[config.mk]
export PLATFORM = sky130hd
export DESIGN_NAME = threshold_dac_spi
export DESIGN_NICKNAME = d
export VERILOG_FILES = /design/src/rtl/threshold_dac_spi.sv
export SDC_FILE = /design/constraint.sdc
export NUM_CORES = 1
export LEC_CHECK = 0
export CORE_MARGIN = 5
export CORE_UTILIZATION = 32
export DETAILED_ROUTE_END_ITERATION = 7
export SYNTH_ARGS = -nofsm -noshare
export SYNTH_HDL_FRONTEND = slang
export SYNTH_SLANG_ARGS = --single-unit
[constraint.sdc]
create_clock -name clk_i -period 2.95 [get_ports clk_i]
set_input_delay 0.4425 -clock clk_i [delete_from_list [all_inputs] [get_ports clk_i]]
set_output_delay 0.4425 -clock clk_i [all_outputs]
set_load 0.01 [all_outputs]
[src/rtl/threshold_dac_spi.sv]
// Threshold DAC responder: accepts a 16-bit code, ships it as a 24-bit SPI frame
// (CPOL=0, CPHA=0), then holds ready low until the DAC output has settled.
module threshold_dac_spi #(
    parameter int unsigned CLK_DIV       = 2,
    parameter int unsigned SETTLE_CYCLES = 4,
    parameter logic [7:0]  CMD_BYTE      = 8'h00,
    parameter logic [15:0] INIT_CODE     = 16'h0000
) (
    input  logic        clk_i,
    input  logic        arst_i,
    input  logic [15:0] threshold_i,
    input  logic        threshold_wre_i,
    output logic        threshold_rdy_o,
    output logic        drop_o,
    output logic [15:0] dac_code_o,
    output logic        dac_sclk_o,
    output logic        dac_cs_n_o,
    output logic        dac_mosi_o
);

    localparam int unsigned FRAME_W = 24;
    localparam int unsigned CODE_W  = 16;
    localparam int unsigned BIT_W   = 5;
    localparam int unsigned CNT_MAX = (CLK_DIV > SETTLE_CYCLES) ? CLK_DIV : SETTLE_CYCLES;
    localparam int unsigned CNT_W   = $clog2(CNT_MAX + 1);

    typedef enum logic [2:0] {
        S_INIT,
        S_IDLE,
        S_SHIFT,
        S_CS_HOLD,
        S_SETTLE
    } state_t;

    state_t               state;
    logic [FRAME_W-1:0]   shreg;
    logic [BIT_W-1:0]     bit_cnt;
    logic [CNT_W-1:0]     cnt;

    logic                 start_c;
    logic [FRAME_W-1:0]   frame_c;

    // The INIT frame is launched unconditionally; otherwise a write in IDLE starts one.
    assign start_c = (state == S_INIT) || ((state == S_IDLE) && threshold_wre_i);
    assign frame_c = {CMD_BYTE, (state == S_INIT) ? INIT_CODE : threshold_i};

    always_ff @(posedge clk_i or posedge arst_i) begin
        if (arst_i) begin
            state           <= S_INIT;
            shreg           <= '0;
            bit_cnt         <= '0;
            cnt             <= '0;
            threshold_rdy_o <= 1'b0;
            drop_o          <= 1'b0;
            dac_code_o      <= '0;
            dac_sclk_o      <= 1'b0;
            dac_cs_n_o      <= 1'b1;
            dac_mosi_o      <= 1'b0;
        end else begin
            drop_o <= threshold_wre_i && !threshold_rdy_o;

            case (state)
                S_INIT, S_IDLE: begin
                    if (start_c) begin
                        shreg           <= frame_c;
                        dac_mosi_o      <= frame_c[FRAME_W-1];
                        dac_cs_n_o      <= 1'b0;
                        dac_sclk_o      <= 1'b0;
                        threshold_rdy_o <= 1'b0;
                        bit_cnt         <= BIT_W'(FRAME_W - 1);
                        cnt             <= '0;
                        state           <= S_SHIFT;
                    end
                end

                // Each bit: CLK_DIV cycles low then CLK_DIV high; MOSI moves only on the fall.
                S_SHIFT: begin
                    if (cnt == CNT_W'(CLK_DIV - 1)) begin
                        cnt <= '0;
                        if (!dac_sclk_o) begin
                            dac_sclk_o <= 1'b1;
                        end else begin
                            dac_sclk_o <= 1'b0;
                            if (bit_cnt == '0) begin
                                state <= S_CS_HOLD;
                            end else begin
                                bit_cnt    <= bit_cnt - BIT_W'(1);
                                dac_mosi_o <= shreg[bit_cnt - BIT_W'(1)];
                            end
                        end
                    end else begin
                        cnt <= cnt + CNT_W'(1);
                    end
                end

                S_CS_HOLD: begin
                    if (cnt == CNT_W'(CLK_DIV - 1)) begin
                        cnt        <= '0;
                        dac_cs_n_o <= 1'b1;
                        state      <= S_SETTLE;
                    end else begin
                        cnt <= cnt + CNT_W'(1);
                    end
                end

                S_SETTLE: begin
                    if (cnt == CNT_W'(SETTLE_CYCLES - 1)) begin
                        cnt             <= '0;
                        threshold_rdy_o <= 1'b1;
                        dac_code_o      <= shreg[CODE_W-1:0];
                        state           <= S_IDLE;
                    end else begin
                        cnt <= cnt + CNT_W'(1);
                    end
                end

                default: state <= S_INIT;
            endcase
        end
    end

endmodule
==> results.md <==
- Period utilisation layout: between 80% and 90%
- Worst IR Drop VDD: 0.2887 mV
- Maximum buffer depth of the clock tree: 2
- Ports: 40
- Post-synth top area share: a little over half
- Critical path class: flip-flop to flip-flop
- Clock latency on the worst-skew pair: just over 0.3 ns
- Status: completed
- Setup tns final: 0 ns
- Post-CTS setup buffer count: 0
- Initial Util: 32.50%
- CTS Hold Bufs: 0
- CP required: 3.15 ns
- EDFF count, synth: 0
- Commonest cells after routing, fill and taps aside: 47 x dfrtp_1, 39 x clkdlybuf4s50_1, 17 x mux2_2, 17 x a22o_1, 8 x inv_1
- Final setup fails: 0
- Critical Path Source Type: flip-flop
- Synth Register Bits: 48
- Synth area leaders: dfrtp_1 54%, mux2_2 8.8%, a22o_1 6.8%
- Synthesized area: between 2000 and 2500 sq um
- Root Driver: clkbuf_8
- Layout Cells excl Fill: 289
- Total Power: about 0.0013 W
- FILL cells: slightly above 600
- Overflow after GRT: 0
- Residual DRC: 0
- CP arrival: about 2.6 ns
- Util after Layout: 41.42%
- Number of vias per cell: ~5.2
- Synthesized Nets: 193
- Ys flop type: dfrtp_1
- Total CTS buffers: 5
- HPWL after DPL: 3263 um
- Count of final max-slew check failures: 0
- Commonest non-fill, non-tap cell in the layout: dfrtp_1
- Worst hold path type: flip-flop to flip-flop
- Routability cong.: about 0.74
- Vias in the first global route: 1593
- Setup crit end kind: flip-flop
- # Max-Cap Violations: 0
- Iter 0 DRT Violations: 42
- Ys async rst share: 100.0%
- Clock-pin slew on the worst setup and hold paths: ~0.090 ns
- Final wirelength: ~4500 um
- DRT Pass-1 Iters: 4
- P&R area growth vs syn: 27.45%
- Core Footprint: approximately 6700 sq um
- Nets@finish: 232
- Synth unique cells: 38
- RSZ-0062 raised after global routing: false
- Die Wd: approximately 90 um
- Leading area contributor after synthesis: dfrtp_1
- Worst Tran Pin Value: 0.6101 ns
- DR vias: between 1.5k and 2k
- Critical path peak fanout: 6
- First-pass GRT wire length: ~8000 um
- Minimum clock period: 2.390 ns
- Final ANT Viol Nets: 0
- Die area: 8575 sq um
- Mapped Cells: roughly 170
- Avg Inst Size Synth: ~13 sq um
- GRT Util Overall: between 10% and 20%
- Leak: roughly 1.3 nW
- Initial antenna violation count: 0
- Die height: about 90 um
- Synthesis Warnings: 0
- Avg WL per Cell: between 15 and 20 um
- Clk_skew: around 0.0099 ns
- Final hold vios: 0
- CTS tree: yes
- Sequential element share of the synthesized area: around 55%
- Max Fclk: 0.4185 GHz
- Placed Cells: between 200 and 300
- Pwr dens: about 460 nW/um^2
- # resized after CTS: 0
- Sink Count: 48
- Share of cells above drive strength 1: 15.31%
- Slew headroom: between 50% and 60%
- Htree depth: 2
- Row cnt: 30
- Ant diodes: 0
- Count of input and output buffers: 39
- Largest net degree at the start of global routing: 49
## metrics by stage
step / cell area [sq um] / setup WS [ns] / hold WS (ns)
detailed placement: 2645 / 0.5533 / 0.4814
finish: 2783 / 0.5604 / 0.4908
global route: 2783 / 0.4303 / 0.5117
floorplan: 2183 / 0.7449 / 0.4776
global placement: 2645 / 0.6477 / 0.4771
CTS: 2783 / 0.5297 / 0.4989
## Yosys cell counts (all sizes together) (2+ instances only)
cell type,number
o21a,3
or3b,2
nand3,2
nor2b,4
nor2,6
inv,9
o22ai,3
clkbuf,6
a31oi,3
a21oi,2
xor2,2
nor3,2
dfrtp,47
o21ai,7
ha,5
nand2b,4
buf,3
nand2,5
mux4,5
mux2,17
a22o,17
## routing by layer
metal | wire length [um] | vias to the layer above | GRT usage, %
met1 | 2089 | 754 | 14.76
li1 | - | 708 | -
met3 | 164 | 8 | 2.843
met5 | 0 | - | 0
met4 | 72 | 0 | 4.455
met2 | 2152 | 31 | 18.25
## state kept, by name (all words and copies together), names as in the netlist
name,flops
dac_code_o,16
shreg,16
bit_cnt,5
cnt,3
state,3
dac_cs_n_o,1
dac_mosi_o,1
dac_sclk_o,1
drop_o,1
threshold_rdy_o,1
## where the power goes
| part | switching [W] | total [W] | internal [W] |
|---|---|---|---|
| registers | 0.000000136 | 0.000658 | 0.000658 |
| clock network | 0.000226 | 0.000568 | 0.000341 |
| logic | 0.0000176 | 0.0000407 | 0.0000232 |
## path summary, 6_finish.rpt
kind,startpoint,endpoint,slack [ns],cells past startpoint
worst min register to register,threshold_rdy_o,drop_o,0.49,1
worst max-delay path,bit_cnt[0],dac_mosi_o,0.56,5
max in group asynchronous,arst_i,state[0],1.95,3
worst max register to register,bit_cnt[0],dac_mosi_o,0.56,5
worst min-delay path,threshold_rdy_o,drop_o,0.49,1
min in group asynchronous,arst_i,shreg[3],0.60,3
## critical path, stage by stage, from the launching register on
cell and delay (ns):
dfrtp_1 0.48, inv_1 0.11, ha_1 0.38, mux4_1 0.57, mux4_2 0.48, a32o_1 0.26
## layout make-up
| cell class | instances | area [sq um] | area share (%) |
|---|---|---|---|
| flip-flops and latches | 48 | 1202 | 43.21 |
| multi-input cells | 103 | 903.4 | 32.46 |
| repair buffers | 41 | 405.4 | 14.57 |
| well taps | 80 | 100.1 | 3.597 |
| clock buffers | 5 | 68.82 | 2.473 |
| clock inverters | 3 | 68.82 | 2.473 |
| inverters | 9 | 33.78 | 1.214 |
## logic make-up (layout without fill, tap and decap cells)
family / after synthesis / after routing / share of synthesized area (%)
multiplexers: 22 / 22 / 14.61
adder cells (fa/ha/maj): 5 / 5 / 2.865
AND/OR/NAND/NOR: 31 / 31 / 8.252
flip-flops: 48 / 48 / 55.07
buffers and inverters: 18 / 58 / 3.553
AO/OA/AOI/OAI: 43 / 43 / 14.84
XOR/XNOR: 2 / 2 / 0.8024
(Power assumes the default switching activity.)
